===== src/rtl/wb_queue.sv =====
// Write-back queue in front of the register file: takes up to two results per cycle
// (mem first, then alu), drains one per cycle. Forwarding lookup is built only when WBQ_FWD_EN is defined.
module wb_queue #(
  parameter int DEPTH  = 4,
  parameter int DATA_W = 32,
  parameter int ADDR_W = 4
) (
  input  logic              clk,
  input  logic              rst,
  input  logic              mem_valid,
  input  logic [ADDR_W-1:0] mem_dest,
  input  logic [DATA_W-1:0] mem_result,
  input  logic              alu_valid,
  input  logic [ADDR_W-1:0] alu_dest,
  input  logic [DATA_W-1:0] alu_result,
  output logic              stall,
  output logic [ADDR_W-1:0] Dest_wb,
  output logic [DATA_W-1:0] Result_WB,
  output logic              writeBackEn,
  input  logic [ADDR_W-1:0] src1,
  input  logic [ADDR_W-1:0] src2,
  output logic              fwd1_hit,
  output logic              fwd2_hit,
  output logic [DATA_W-1:0] fwd1_data,
  output logic [DATA_W-1:0] fwd2_data
);

  localparam int PTR_W = $clog2(DEPTH);
  localparam int CNT_W = PTR_W + 1;
  localparam int unsigned STORE_LIMIT = 14;

  logic [ADDR_W-1:0] r_dest [DEPTH];
  logic [DATA_W-1:0] r_data [DEPTH];
  logic [PTR_W-1:0]  r_head;
  logic [PTR_W-1:0]  r_tail;
  logic [CNT_W-1:0]  r_count;

  logic              w_mem_acc;
  logic              w_alu_acc;
  logic              w_pop;
  logic [1:0]        w_push_cnt;
  logic [PTR_W-1:0]  w_alu_idx;

  // Handshake: a result is taken at a posedge when its valid is high and stall is low;
  // stall depends only on registered occupancy, so two pushes always fit.
  assign stall      = (r_count >= CNT_W'(DEPTH - 1));
  assign w_mem_acc  = mem_valid && !stall && (32'(mem_dest) < STORE_LIMIT);
  assign w_alu_acc  = alu_valid && !stall && (32'(alu_dest) < STORE_LIMIT);
  assign w_push_cnt = {1'b0, w_mem_acc} + {1'b0, w_alu_acc};
  assign w_pop      = (r_count != '0);
  assign w_alu_idx  = w_mem_acc ? r_tail + PTR_W'(1) : r_tail;

  always_ff @(posedge clk) begin
    if (!rst) begin
      if (w_mem_acc) begin
        r_dest[r_tail] <= mem_dest;
        r_data[r_tail] <= mem_result;
      end
      if (w_alu_acc) begin
        r_dest[w_alu_idx] <= alu_dest;
        r_data[w_alu_idx] <= alu_result;
      end
    end
  end

  always_ff @(posedge clk) begin
    if (rst) begin
      r_head      <= '0;
      r_tail      <= '0;
      r_count     <= '0;
      writeBackEn <= 1'b0;
      Dest_wb     <= '0;
      Result_WB   <= '0;
    end else begin
      r_tail  <= r_tail + PTR_W'(w_push_cnt);
      r_count <= r_count + CNT_W'(w_push_cnt) - CNT_W'(w_pop);
      if (w_pop) begin
        Dest_wb     <= r_dest[r_head];
        Result_WB   <= r_data[r_head];
        r_head      <= r_head + PTR_W'(1);
        writeBackEn <= 1'b1;
      end else begin
        writeBackEn <= 1'b0;
      end
    end
  end

`ifdef WBQ_FWD_EN
  // Scan oldest to newest so the last match wins; the entry already in Dest_wb has left the queue.
  always_comb begin
    fwd1_hit  = 1'b0;
    fwd2_hit  = 1'b0;
    fwd1_data = '0;
    fwd2_data = '0;
    for (int i = 0; i < DEPTH; i++) begin
      if (i < int'(r_count)) begin
        if (r_dest[r_head + PTR_W'(i)] == src1) begin
          fwd1_hit  = 1'b1;
          fwd1_data = r_data[r_head + PTR_W'(i)];
        end
        if (r_dest[r_head + PTR_W'(i)] == src2) begin
          fwd2_hit  = 1'b1;
          fwd2_data = r_data[r_head + PTR_W'(i)];
        end
      end
    end
  end
`else
  logic w_unused_src;
  assign w_unused_src = ^{src1, src2};
  assign fwd1_hit  = 1'b0;
  assign fwd2_hit  = 1'b0;
  assign fwd1_data = '0;
  assign fwd2_data = '0;
`endif

endmodule


===== config.mk =====
export PLATFORM = sky130hd
export DESIGN_NAME = wb_queue
export DESIGN_NICKNAME = d
export VERILOG_FILES = /design/src/rtl/wb_queue.sv
export SDC_FILE = /design/constraint.sdc
export NUM_CORES = 1
export LEC_CHECK = 0
export ABC_AREA = 1
export CAP_MARGIN = 30
export CORE_UTILIZATION = 31
export DETAILED_ROUTE_END_ITERATION = 10
export GPL_TIMING_DRIVEN = 0
export HOLD_SLACK_MARGIN = 0.02
export RECOVER_POWER = 25
export SLEW_MARGIN = 10
export SYNTH_ARGS = -nofsm -noshare
export SYNTH_HDL_FRONTEND = slang
export SYNTH_SLANG_ARGS = --single-unit

===== constraint.sdc =====
create_clock -name clk -period 3.18 [get_ports clk]
set_input_delay 0.318 -clock clk [delete_from_list [all_inputs] [get_ports clk]]
set_output_delay 0.318 -clock clk [all_outputs]
set_load 0.01 [all_outputs]

==> results.md, run 1 <==
Power and ir drop:
- For this design the ratio of total power to cell area is 778 nW/µm².
- Combinational cells account for 44.5% of the total power.
- The power spent charging and discharging nets is 0.00424 W.
- The clock network burns 21.7% of the power.
- Sequential cells burn 33.8% of the power.
- The internal power is 0.00578 W.
- The maximum vdd drop is 0.000586 V.
- The cell leakage power is 5.67 nW.
- Net switching is 42.3% of the power.

CTS:
- The maximum buffer depth of the clock tree is 2.
- The root cell of the clock tree is sky130_fd_sc_hd__clkbuf_16.
- The number of instances resized during post-cts repair is 0.
- Clock-pin slew was measured on the worst setup and hold paths at 0.08 ns.
- TritonCTS created 17 clock buffers.
- The H-tree was split into 4 levels.
- The clock insertion delay at the later pin of the skew report is 0.44 ns.
- The quantity of hold-fixing buffers added after cts is 0.
- In this run the post-CTS setup repair buffer count came out at 0.
- The CTS tree is yes.
- The clock drives 188 sinks.

Route:
- The number of optimization iterations in the first detailed-route pass is 6.
- After detailed routing, the number of remaining DRC violations is 0.
- The final antenna-violating net count is 0.
- Dividing the detail-routed wire length by the instance count gives 17.9 µm.
- The wire length after detailed routing is 33.0 mm.
- The number of DRC violations after detailed-routing iteration 0 is 987.
- Summing over every cut layer, the via total after detailed routing is 9,062.
- The via density per instance is 4.91.

Global routing:
- Entering global routing, the biggest net connects 27 pins.
- The all-layer global routing usage is 19.8%.
- After global routing the overflow that remains totals 0.
- The initial antenna violation count is 1.
- The first-pass GRT wire length is 50.0 mm.
- The number of global-route vias before repair is 8,756.

STA:
- The total count of max-transition violations in the final report is 0.
- The final-layout setup total negative slack is 0 ns.
- The achievable frequency is 0.349 GHz.
- The number of hold violations in the final report is 0.
- The worst path needs 2.86 ns of the cycle, external delays included.
- Setup repair after global routing left no endpoint under its margin.
- Clock skew on the completed layout was measured at 0.0175 ns.
- The slew at the pin closest to its max-slew limit is 0.732 ns.
- The count of final setup violators is 0.
- The worst max-slew margin expressed relative to the limit is 51.2%.
- The period utilization is 90.1%.

Critical path:
- The most critical setup path has its startpoint at mem_dest[3].
- The cell depth of the worst flop-to-flop path is 8.
- The kind of critical path is in2reg.
- At the worst endpoint, the required time is 3.31 ns.
- The worst register-to-register path begins at r_tail[0]$_SDFF_PP0_.
- The setup slack of the most critical reg-to-reg path is 0.36 ns.
- Data on the critical path arrives at its endpoint at 2.99 ns.
- The critical path capture point type is a flip-flop.
- STA classifies the critical path startpoint as a primary input.
- The endpoint identified for the worst register-to-register timing path is r_data[3][5]$_DFFE_PP_.
- Of all nets on the critical path, the largest fanout is 24.
- The most critical setup path has its endpoint at r_data[3][5]$_DFFE_PP_.

Floorplanning:
- The placeable core region is 32,600 µm².
- The die width is 184 µm.
- The initial core utilization is 31.5%.
- The placement row count is 66.
- The count of pins on the block boundary is 188.
- The floorplan die area is 33,900 µm².
- The height of the chip is 184 µm.

Final layout:
- Counting the fill cells in the layout gives 3,250.
- After the flow finishes, the layout carries non-filler instances totaling 1,845.
- The number of antenna diodes in the final layout is 0.
- The library cells used most frequently in the layout, excluding fill and tap cells, are sky130_fd_sc_hd__nand2_1 (298), sky130_fd_sc_hd__nand4_1 (144), sky130_fd_sc_hd__edfxtp_1 (144).
- Leaving out fill and tap cells, the most frequent cell in the layout is sky130_fd_sc_hd__nand2_1.
- From synthesis to final layout, the design area changed by 25.2%.
- The net count of the finished layout is 1,484.
- The fraction of final layout cells with drive strength greater than 1 is 12.5%.
- Cells fill 39.5% of the core in the end.

Synth:
- The simple-gate share of the synthesized area is 26.0%.
- The fraction of the mapped netlist area in compound gates is 10.2%.
- The post-synthesis share of cell area spent on xor and xnor gates is 0.170%.
- By area, the combinational part of the netlist is dominated by simple AND/OR/NAND/NOR gates.
- The adder-cell share of the synthesized area is 1.29%.
- In the synthesized netlist, mux cells make up 0% of the area.
- The post-synthesis sequential element count is 188.
- The number of synthesis warnings is 0.
- The post-synthesis cell type count is 29.
- The gate count of the mapped netlist is 1,189.
- In this run the cell area of the synthesized design comes to 10,300 µm².
- Of the synthesized area, sequential elements account for 50.6%.
- The mean cell area of the mapped netlist is 8.65 µm².

Outcome:
- The run finished with clean final reports.

Min path:
- The worst hold path belongs to the class reg2reg.
- The start point of the worst hold path is r_tail[1]$_SDFF_PP0_.

Place:
- The total placed cells including tap cells is 1,813.
- Port buffering added 113 buffers.
- The HPWL after detailed placement is 23.2 mm.
- The routability-driven placement congestion ratio is 0.868.

Run:
- Max-cap violations in this run came to 0.
routing by layer:
layer	track usage [%]	part of all wire, %	wire [µm]
met1	25.8	42	14000
met2	32.0	47	15500
met3	3.24	7.7	2540
met4	8.87	2.9	941
met5	0	0.039	13
stage by stage:
step | hold slack (ns) | instance area, µm² | setup WS, ns | total power (W)
after detailed placement | 0.506 | 12300 | 0.0870 | 0.00797
final | 0.524 | 12900 | 0.316 | 0.0100
after global placement | 0.477 | 12200 | -0.880 | 0.00788
after floorplan | 0.389 | 10500 | 0.546 | 0.00610
after global routing | 0.549 | 12900 | 0.174 | 0.0106
after CTS | 0.526 | 12900 | 0.427 | 0.0101
power by group through the flow:
stage	Combinational [W]	Clock, W	Sequential [W]
floorplan	0.00259	0	0.00351
global placement	0.00443	0	0.00345
detailed placement	0.00452	0	0.00345
CTS	0.00454	0.00220	0.00340
global route	0.00492	0.00229	0.00343
finish	0.00446	0.00218	0.00339
state kept, by name, indices dropped and copies added (netlist names):
| signal | cells |
|---|---|
| r_head | 2 |
| Dest_wb | 4 |
| r_tail | 2 |
| r_count | 3 |
| r_data | 128 |
| writeBackEn | 1 |
| Result_WB | 32 |
| r_dest | 16 |
worst max-delay path, cell delays in order:
cell and delay (ns):
sky130_fd_sc_hd__dlygate4sd3_1 0.73, sky130_fd_sc_hd__nand2_1 0.15, sky130_fd_sc_hd__nor2_4 0.19, sky130_fd_sc_hd__o21bai_1 0.10, sky130_fd_sc_hd__nand2_1 0.10, sky130_fd_sc_hd__nand3_1 0.39, sky130_fd_sc_hd__buf_2 0.38, sky130_fd_sc_hd__nand2_2 0.35
sky130_fd_sc_hd__buf_12 0.27
cells by family (layout without fill, tap and decap cells):
logic type,after synthesis,count (layout)
AOI/OAI and AO/OA,190,190
xor gates and xnor gates,2,2
adders and majority gates,10,10
buffers and inverters,217,366
DFF,188,188
other,1,66
and+or+nand+nor,581,581
cell usage after synthesis:
cell type                  count  share of area (%)
sky130_fd_sc_hd__o21ai_1      13               0.63
sky130_fd_sc_hd__buf_6         9               0.98
sky130_fd_sc_hd__buf_4        71                5.2
sky130_fd_sc_hd__o21bai_1     38                2.8
sky130_fd_sc_hd__clkinv_1      1              0.036
sky130_fd_sc_hd__inv_2         4               0.15
sky130_fd_sc_hd__buf_2        50                2.4
sky130_fd_sc_hd__dfxtp_1      44                8.6
sky130_fd_sc_hd__buf_1         6               0.22
sky130_fd_sc_hd__inv_1        52                1.9
sky130_fd_sc_hd__edfxtp_1    144                 42
sky130_fd_sc_hd__nor3_4        1               0.16
sky130_fd_sc_hd__nor2_8        1               0.19
sky130_fd_sc_hd__clkbuf_1     24               0.88
sky130_fd_sc_hd__nor2_4        1               0.11
sky130_fd_sc_hd__fa_1          1               0.19
sky130_fd_sc_hd__o21ai_0     135                6.6
sky130_fd_sc_hd__nand4_1     144                8.8
sky130_fd_sc_hd__nand2_4       1               0.11
sky130_fd_sc_hd__nor2_1      115                4.2
sky130_fd_sc_hd__nand3_4       4               0.68
sky130_fd_sc_hd__conb_1        1              0.036
sky130_fd_sc_hd__nand2_2       5               0.30
sky130_fd_sc_hd__ha_1          9                1.1
sky130_fd_sc_hd__nand2_1     300                 11
sky130_fd_sc_hd__xor2_1        2               0.17
sky130_fd_sc_hd__a21oi_1       4               0.19
sky130_fd_sc_hd__nand3_1       7               0.34
sky130_fd_sc_hd__nand3_2       2               0.19
worst min-delay path by stage:
stage	endpoint	slack [ns]	depth (start not counted)
after floorplan	r_count[0]$_SDFF_PP0_	0.39	1
after global placement	r_count[2]$_SDFF_PP0_	0.48	1
after detailed placement	r_tail[1]$_SDFF_PP0_	0.51	1
after CTS	r_tail[1]$_SDFF_PP0_	0.53	1
after global routing	r_tail[1]$_SDFF_PP0_	0.55	1
final	r_tail[1]$_SDFF_PP0_	0.52	1
layout make-up:
type                       instances  area [µm²]  share of cell area, %
sequential                       188        5200                   40.4
multi-input combinational        849        4120                   32.0
timing repair buffer             117        1220                   9.46
buffer                           160         981                   7.62
tap                              442         553                   4.29
clock buffer                      20         468                   3.63
inverter                          57         214                   1.66
clock inverter                    12         124                  0.962
(Power assumes the default switching activity.)
==> inputs of run 2 (changes only) <==
- CAP_MARGIN: 30 -> 20
- CELL_PAD_IN_SITES_DETAIL_PLACEMENT: default -> 0
- CELL_PAD_IN_SITES_GLOBAL_PLACEMENT: default -> 1
- PLACE_DENSITY_LB_ADDON: default -> 0.1
- TNS_END_PERCENT: default -> 30
==> run 2 against run 1 <==
  * Sequential share of layout area down 0.10 points
  * Global-route usage rose by 1.9 points
  * Cell area is 0.25% higher
  * Critical path depth fell by 1
  * Total power up 2.5%
  * Die area unchanged
  * Fmax shrank 4.8%
  * Core utilization is 0.10 points higher
  * Routed wire length grew 9.8%
  * Via count decreased by 1.3%
  * Sequential cell count unchanged
  * Cell count unchanged
  * Critical path type unchanged
==> results.md, run 2 (synthesized netlist as in run 1, its figures left out) <==
STA:
- The slew at the pin closest to its max-slew limit is 0.679 ns (was 0.732 ns).
- The period utilization is 94.6% (was 90.1%).
- The total count of max-transition violations in the final report is 0 (unchanged).
- The final-layout setup total negative slack was 0 ns (unchanged).
- The clock skew after layout is 0.0157 ns (was 0.0175 ns).
- The worst max-slew margin expressed relative to the limit is 54.6% (was 51.2%).
- The count of final setup violators is 0 (unchanged).
- The number of hold violations in the final report came to 0 (unchanged).
- The final critical-path required period came to 3.01 ns (was 2.86 ns).
- Setup repair after global routing missed its margin: no (unchanged).
- The achievable frequency is 0.332 GHz (was 0.349 GHz).

Route:
- The wire length after detailed routing was 36.2 mm (was 33.0 mm).
- The routed length per instance was 19.6 µm (was 17.9 µm).
- The final antenna-violating net count is 0 (unchanged).
- The via density per instance was 4.85 (was 4.91).
- The number of DRC violations after detailed-routing iteration 0 is 819 (was 987).
- The met2 layer wire length in the routed design is 17.0 mm (was 15.5 mm).
- The via count is 8,942 (was 9,062).
- The detailed-routing wirelength on met1 came to 16.4 mm (was 14.0 mm).
- The final routed DRC violation total is 0 (unchanged).
- The met3 layer wire length in the routed design is 2.16 mm (was 2.54 mm).
- The highest metal layer used by the detailed router is met4 (was met5).
- The number of optimization iterations in the first detailed-route pass is 5 (was 6).

Global routing:
- The global-route congestion overflow total came to 0 (unchanged).
- The number of global-route vias before repair is 8,435 (was 8,756).
- The all-layer global routing usage came to 21.7% (was 19.8%).
- The first-pass GRT wire length is 53.4 mm (was 50.0 mm).
- The pin count of the biggest net entering global routing is 26 (was 27).
- The initial antenna violation count came to 0 (was 1).

Final layout:
- The number of filler instances in the final layout is 3,327 (was 3,250).
- The largest register by flop count was r_data (unchanged).
- Commonest cells after routing, fill and taps aside: sky130_fd_sc_hd__nand2_1 (297), sky130_fd_sc_hd__nand4_1 (144), sky130_fd_sc_hd__edfxtp_1 (144) (was sky130_fd_sc_hd__nand2_1 (298), sky130_fd_sc_hd__nand4_1 (144), sky130_fd_sc_hd__edfxtp_1 (144)).
- The number of flip-flops in the largest register is 128 (unchanged).
- The leading cell type in the layout, fill and taps excluded is sky130_fd_sc_hd__nand2_1 (unchanged).
- The number of antenna repair diodes came to 0 (unchanged).
- The number of nets in the finished design came to 1,484 (unchanged).
- The growth of design area from synthesis to finish is 25.5% (was 25.2%).
- Registers with the most flip-flops: r_data: 128 flops, Result_WB: 32 flops, r_dest: 16 flops (unchanged).
- The area occupied by registers was 5200 µm² (unchanged).
- The final instance area is 12,900 µm² (about the same).
- The fraction of final layout cells with drive strength greater than 1 is 13.0% (was 12.5%).
- The area used by multi-input combinational logic is 4120 µm² (about the same).

Floorplanning:
- The die width was 184 µm (unchanged).
- The initial core utilization is 31.5% (unchanged).
- The placeable core region came to 32,600 µm² (unchanged).
- The floorplan die area is 33,900 µm² (unchanged).
- The count of pins on the block boundary came to 188 (unchanged).
- The height of the chip is 184 µm (unchanged).
- The placement row count was 66 (unchanged).

Place:
- The routability-driven placement congestion ratio is 0.796 (was 0.868).
- The port buffer count was 113 (unchanged).
- The standard cell area after detailed placement was 12,300 µm² (about the same).
- The total half-perimeter wirelength after legalization and detailed placement is 24.5 mm (was 23.2 mm).

CTS:
- The clock insertion delay at the later pin of the skew report is 0.45 ns (was 0.44 ns).
- The number of H-tree branching levels was 4 (unchanged).
- The number of setup buffers added after CTS is 0 (unchanged).
- The quantity of hold-fixing buffers added after cts is 0 (unchanged).
- The clock net sink count is 188 (unchanged).
- The number of instances resized during post-cts repair is 0 (unchanged).
- The total clock buffers created by CTS is 17 (unchanged).
- The clock-pin slew reported for the worst setup and hold paths after clock tree synthesis is 0.08 ns (about the same).
- The CTS tree is yes (unchanged).
- The root cell of the clock tree is sky130_fd_sc_hd__clkbuf_16 (unchanged).
- The maximum buffer depth of the clock tree is 2 (unchanged).

Critical path:
- The required time of the worst setup path is 3.32 ns (was 3.31 ns).
- The critical path capture point type was a flip-flop (unchanged).
- The maximum fanout along the worst path was 25 (was 24).
- The arrival time of data at the critical path endpoint came to 3.15 ns (was 2.99 ns).
- The category of the worst setup path launch point is a primary input (unchanged).
- The kind of critical path is in2reg (unchanged).

Power and ir drop:
- The power density over cell area is 796 nW/µm² (was 778 nW/µm²).
- The maximum vdd drop was 0.000440 V (was 0.000586 V).
- The cell leakage power came to 5.68 nW (was 5.67 nW).

Min path:
- The class of the most critical hold timing path is reg2reg (unchanged).

Run:
- The max-cap check violation count is 0 (unchanged).

Outcome:
- Run status: finished clean (unchanged).
[run 2: critical path: stages]
cell	delay [ns]
sky130_fd_sc_hd__dlygate4sd3_1	0.67
sky130_fd_sc_hd__nand2_1	0.11
sky130_fd_sc_hd__nor2_1	0.11
sky130_fd_sc_hd__nor3_4	0.32
sky130_fd_sc_hd__nand3_1	0.50
sky130_fd_sc_hd__buf_2	0.41
sky130_fd_sc_hd__nand2_2	0.40
sky130_fd_sc_hd__buf_12	0.28
[run 2: worst paths after layout]
kind                         startpoint                      to  slack (ns)  cells after the start
setup / recovery            alu_dest[2]  r_data[3][9]$_DFFE_PP_        0.17                      8
hold / removal    r_count[2]$_SDFF_PP0_   r_count[2]$_SDFF_PP0_        0.52                      1
setup reg to reg   r_tail[0]$_SDFF_PP0_  r_data[3][9]$_DFFE_PP_        0.22                      8
hold reg to reg   r_count[2]$_SDFF_PP0_   r_count[2]$_SDFF_PP0_        0.52                      1
[run 2: metrics by stage]
step / hold WS, ns / util (%) / worst slack, ns / power (W) / std cells
final: 0.522 / 39.6 / 0.170 / 0.0103 / 1845
after global routing: 0.546 / 39.6 / 0.0867 / 0.0109 / 1845
after CTS: 0.529 / 39.7 / 0.258 / 0.0104 / 1845
after detailed placement: 0.514 / 37.8 / -0.168 / 0.00816 / 1813
after global placement: 0.472 / 37.5 / -1.17 / 0.00809 / 1809
after floorplan: 0.389 / - / 0.546 / 0.00610 / 1254
[run 2: per-layer routing]
metal  vias up  global-route usage (%)
met2       316                    35.9
met3        31                    3.26
li1       4371                       -
met5         -                       0
met1      4224                    29.3
met4         0                    6.30
[run 2: cell type report]
type,instances,area share [%]
inverters,57,1.66
clock buffers,18,3.40
well taps,442,4.28
multi-input cells,849,31.9
flip-flops and latches,188,40.3
repair buffers,117,9.50
plain buffers,160,7.58
clock inverters,14,1.38
[run 2: power by group]
part,switching [W],internal (W),leakage (nW),total [W]
combinational,0.00321,0.00141,3.71,0.00461
clock,0.00113,0.00116,0.299,0.00228
sequential,0.000170,0.00321,1.68,0.00338
==> edit (config.mk and constraints of run 1) <==
Build with the macro `WBQ_FWD_EN` defined.
--- a/src/rtl/wb_queue.sv
+++ b/src/rtl/wb_queue.sv
@@ -1,5 +1,7 @@
 // Write-back queue in front of the register file: takes up to two results per cycle
 // (mem first, then alu), drains one per cycle. Forwarding lookup is built only when WBQ_FWD_EN is defined.
+`define WBQ_FWD_EN
+
 module wb_queue #(
   parameter int DEPTH  = 4,
   parameter int DATA_W = 32,
Check against the original RTL: not equivalent (a bounded check fails within 4 cycles, from zero or initial values and one cycle with rst high).
==> edit against run 1 <==
Combinational power rose to 2.9 times the old value; final cell count up 77%; worst setup slack worse by 300 ps; die area up 46%; sequential cell count up 2; via count up 95%; power up 87%; sequential share of layout area down 14 points; count of clock-buffer cells in the layout down 2; routed wire length up 120%; synthesized area up 47%; sequential power up 12%; final area up 53%.
==> edit: results (changes against run 1) <==
stage,metric,value,unit,change
status,outcome,completed,,unchanged
place,place.gp.congestion,0.993,,was 0.868
global_routing,grt_max_degree,31,,was 27
setup_path,r2r-start,r_count[2],,was r_tail[0]
clocking,insertion_delay,500,ps,was 440 ps
logic_synthesis,ys_top_cells_by_count,"nand2_1 (872), o21ai_0 (287), inv_1 (224)",,"was nand2_1 (300), edfxtp_1 (144), nand4_1 (144)"
power,seq_power,3780,uW,was 3390 uW
sta,holdWs,462,ps,was 524 ps
cells_and_area,drive_above_1_share,15.7,%,was 12.5%
logic_synthesis,yosys-top-cells-area,"edfxtp_1 (29%), nand2_1 (22%), o21ai_0 (9.5%), nand3_1 (7.1%), dfxtp_1 (6.1%)",,"was edfxtp_1 (42%), nand2_1 (11%), nand4_1 (8.8%), dfxtp_1 (8.6%), o21ai_0 (6.6%)"
place,pre_cts_ws,-421,ps,was 87.0 ps
worst_hold_path,hp-start,Result_WB[10],,was r_tail[1]
route,first_iter_violations,2489,,was 987
setup_path,crit_path_max_incr_delay,330,ps,was 730 ps
route,vias_per_cell,5.40,,was 4.91
power,internal-power,8510,uW,was 5780 uW
setup_path,slowest_stage,dfxtp_2,,was dlygate4sd3_1
logic_synthesis,ys_seq_area_share,34.7,%,was 50.6%
power,combinationalPower,12800,uW,was 4460 uW
worst_hold_path,holdPathStages,2,,was 1
setup_path,r2r_setup_slack,90,ps,was 360 ps
place,dp_hpwl,58300,um,was 23200 um
cells_and_area,final.fill_count,5007,,was 3250
setup_path,critPathArrivalTime,2850,ps,was 2990 ps
global_routing,grt_pass1_vias,16000,,was 8756
sta,relSlewSlack,41.3,%,was 51.2%
global_routing,grt_use_met2,41.7,%,was 32.0%
sta,fin_skew,17.5,ps,about the same
setup_path,worst-path-max-fanout,6,,was 24
global_routing,met3_usage,4.52,%,was 3.24%
global_routing,grt_util_met1,43.8,%,was 25.8%
sta,setup_ws,13.0,ps,was 316 ps
logic_synthesis,yosysUniqueCellTypes,36,,was 29
setup_path,r2r-end,r_count[2],,was r_data[3][5]
place,portBuffers,187,,was 113
## edit: cell types whose count changed in the layout (fill, tap and decap cells not counted), moves of 36 or more
cell,before,now
nand2_1,298,801
nand3_1,8,195
inv_1,53,220
o21ai_0,135,261
nand4_1,144,32
a21oi_1,4,114
o21ai_1,13,110
conb_1,66,0
nand2_2,7,63
clkbuf_2,0,46
o21bai_1,38,0
buf_6,8,44
## edit: repair_timing
item | in CTS | in global routing
setup buffers | 26 | 14
cloned | 3 | 6
setup endpoints to repair | 144 | 66
pin swaps | 17 | 50
resized for setup | 331 | 241
## edit: logic make-up after synthesis
logic type,count (synthesis),share of synthesized area (%)
AOI/OAI and AO/OA,545,18.6
xor gates and xnor gates,7,0.554
adders and majority gates,10,0.877
buffers and inverters,400,11.6
DFF,190,34.7
and+or+nand+nor,1233,33.7
## edit: metrics by stage
step	cells	util (%)	setup TNS, ps
after floorplan	2385	-	0
after global placement	3187	37.0	-168900
after detailed placement	3191	37.2	-37680
after CTS	3252	40.0	-285
after global routing	3270	41.0	-498
final	3271	41.0	0
## edit: cell type report
class	instances	area (um2)	share of cell area, %
repair buffers	236	2210	11.3
inverters	229	890	4.52
clock buffers	18	429	2.18
plain buffers	171	1260	6.40
diodes	1	2.50	0.0127
well taps	615	769	3.91
multi-input cells	1797	8700	44.2
clock inverters	14	153	0.776
flip-flops and latches	190	5250	26.7
## edit: layer usage
metal  share of wire, %  wire length (um)
met5                  0                 0
met4                2.1              1560
met3                9.5              6960
met2                 42             30600
met1                 47             34100
## edit: worst max path at each step
stage | endpoint | start
detailed placement | fwd1_data[6] | flop
CTS | fwd2_data[13] | r_head[0]
finish | fwd1_data[25] | r_head[0]
global placement | r_data[2][15] | mem_valid
floorplan | r_count[2] | r_count[2]
global route | fwd1_data[14] | r_head[0]
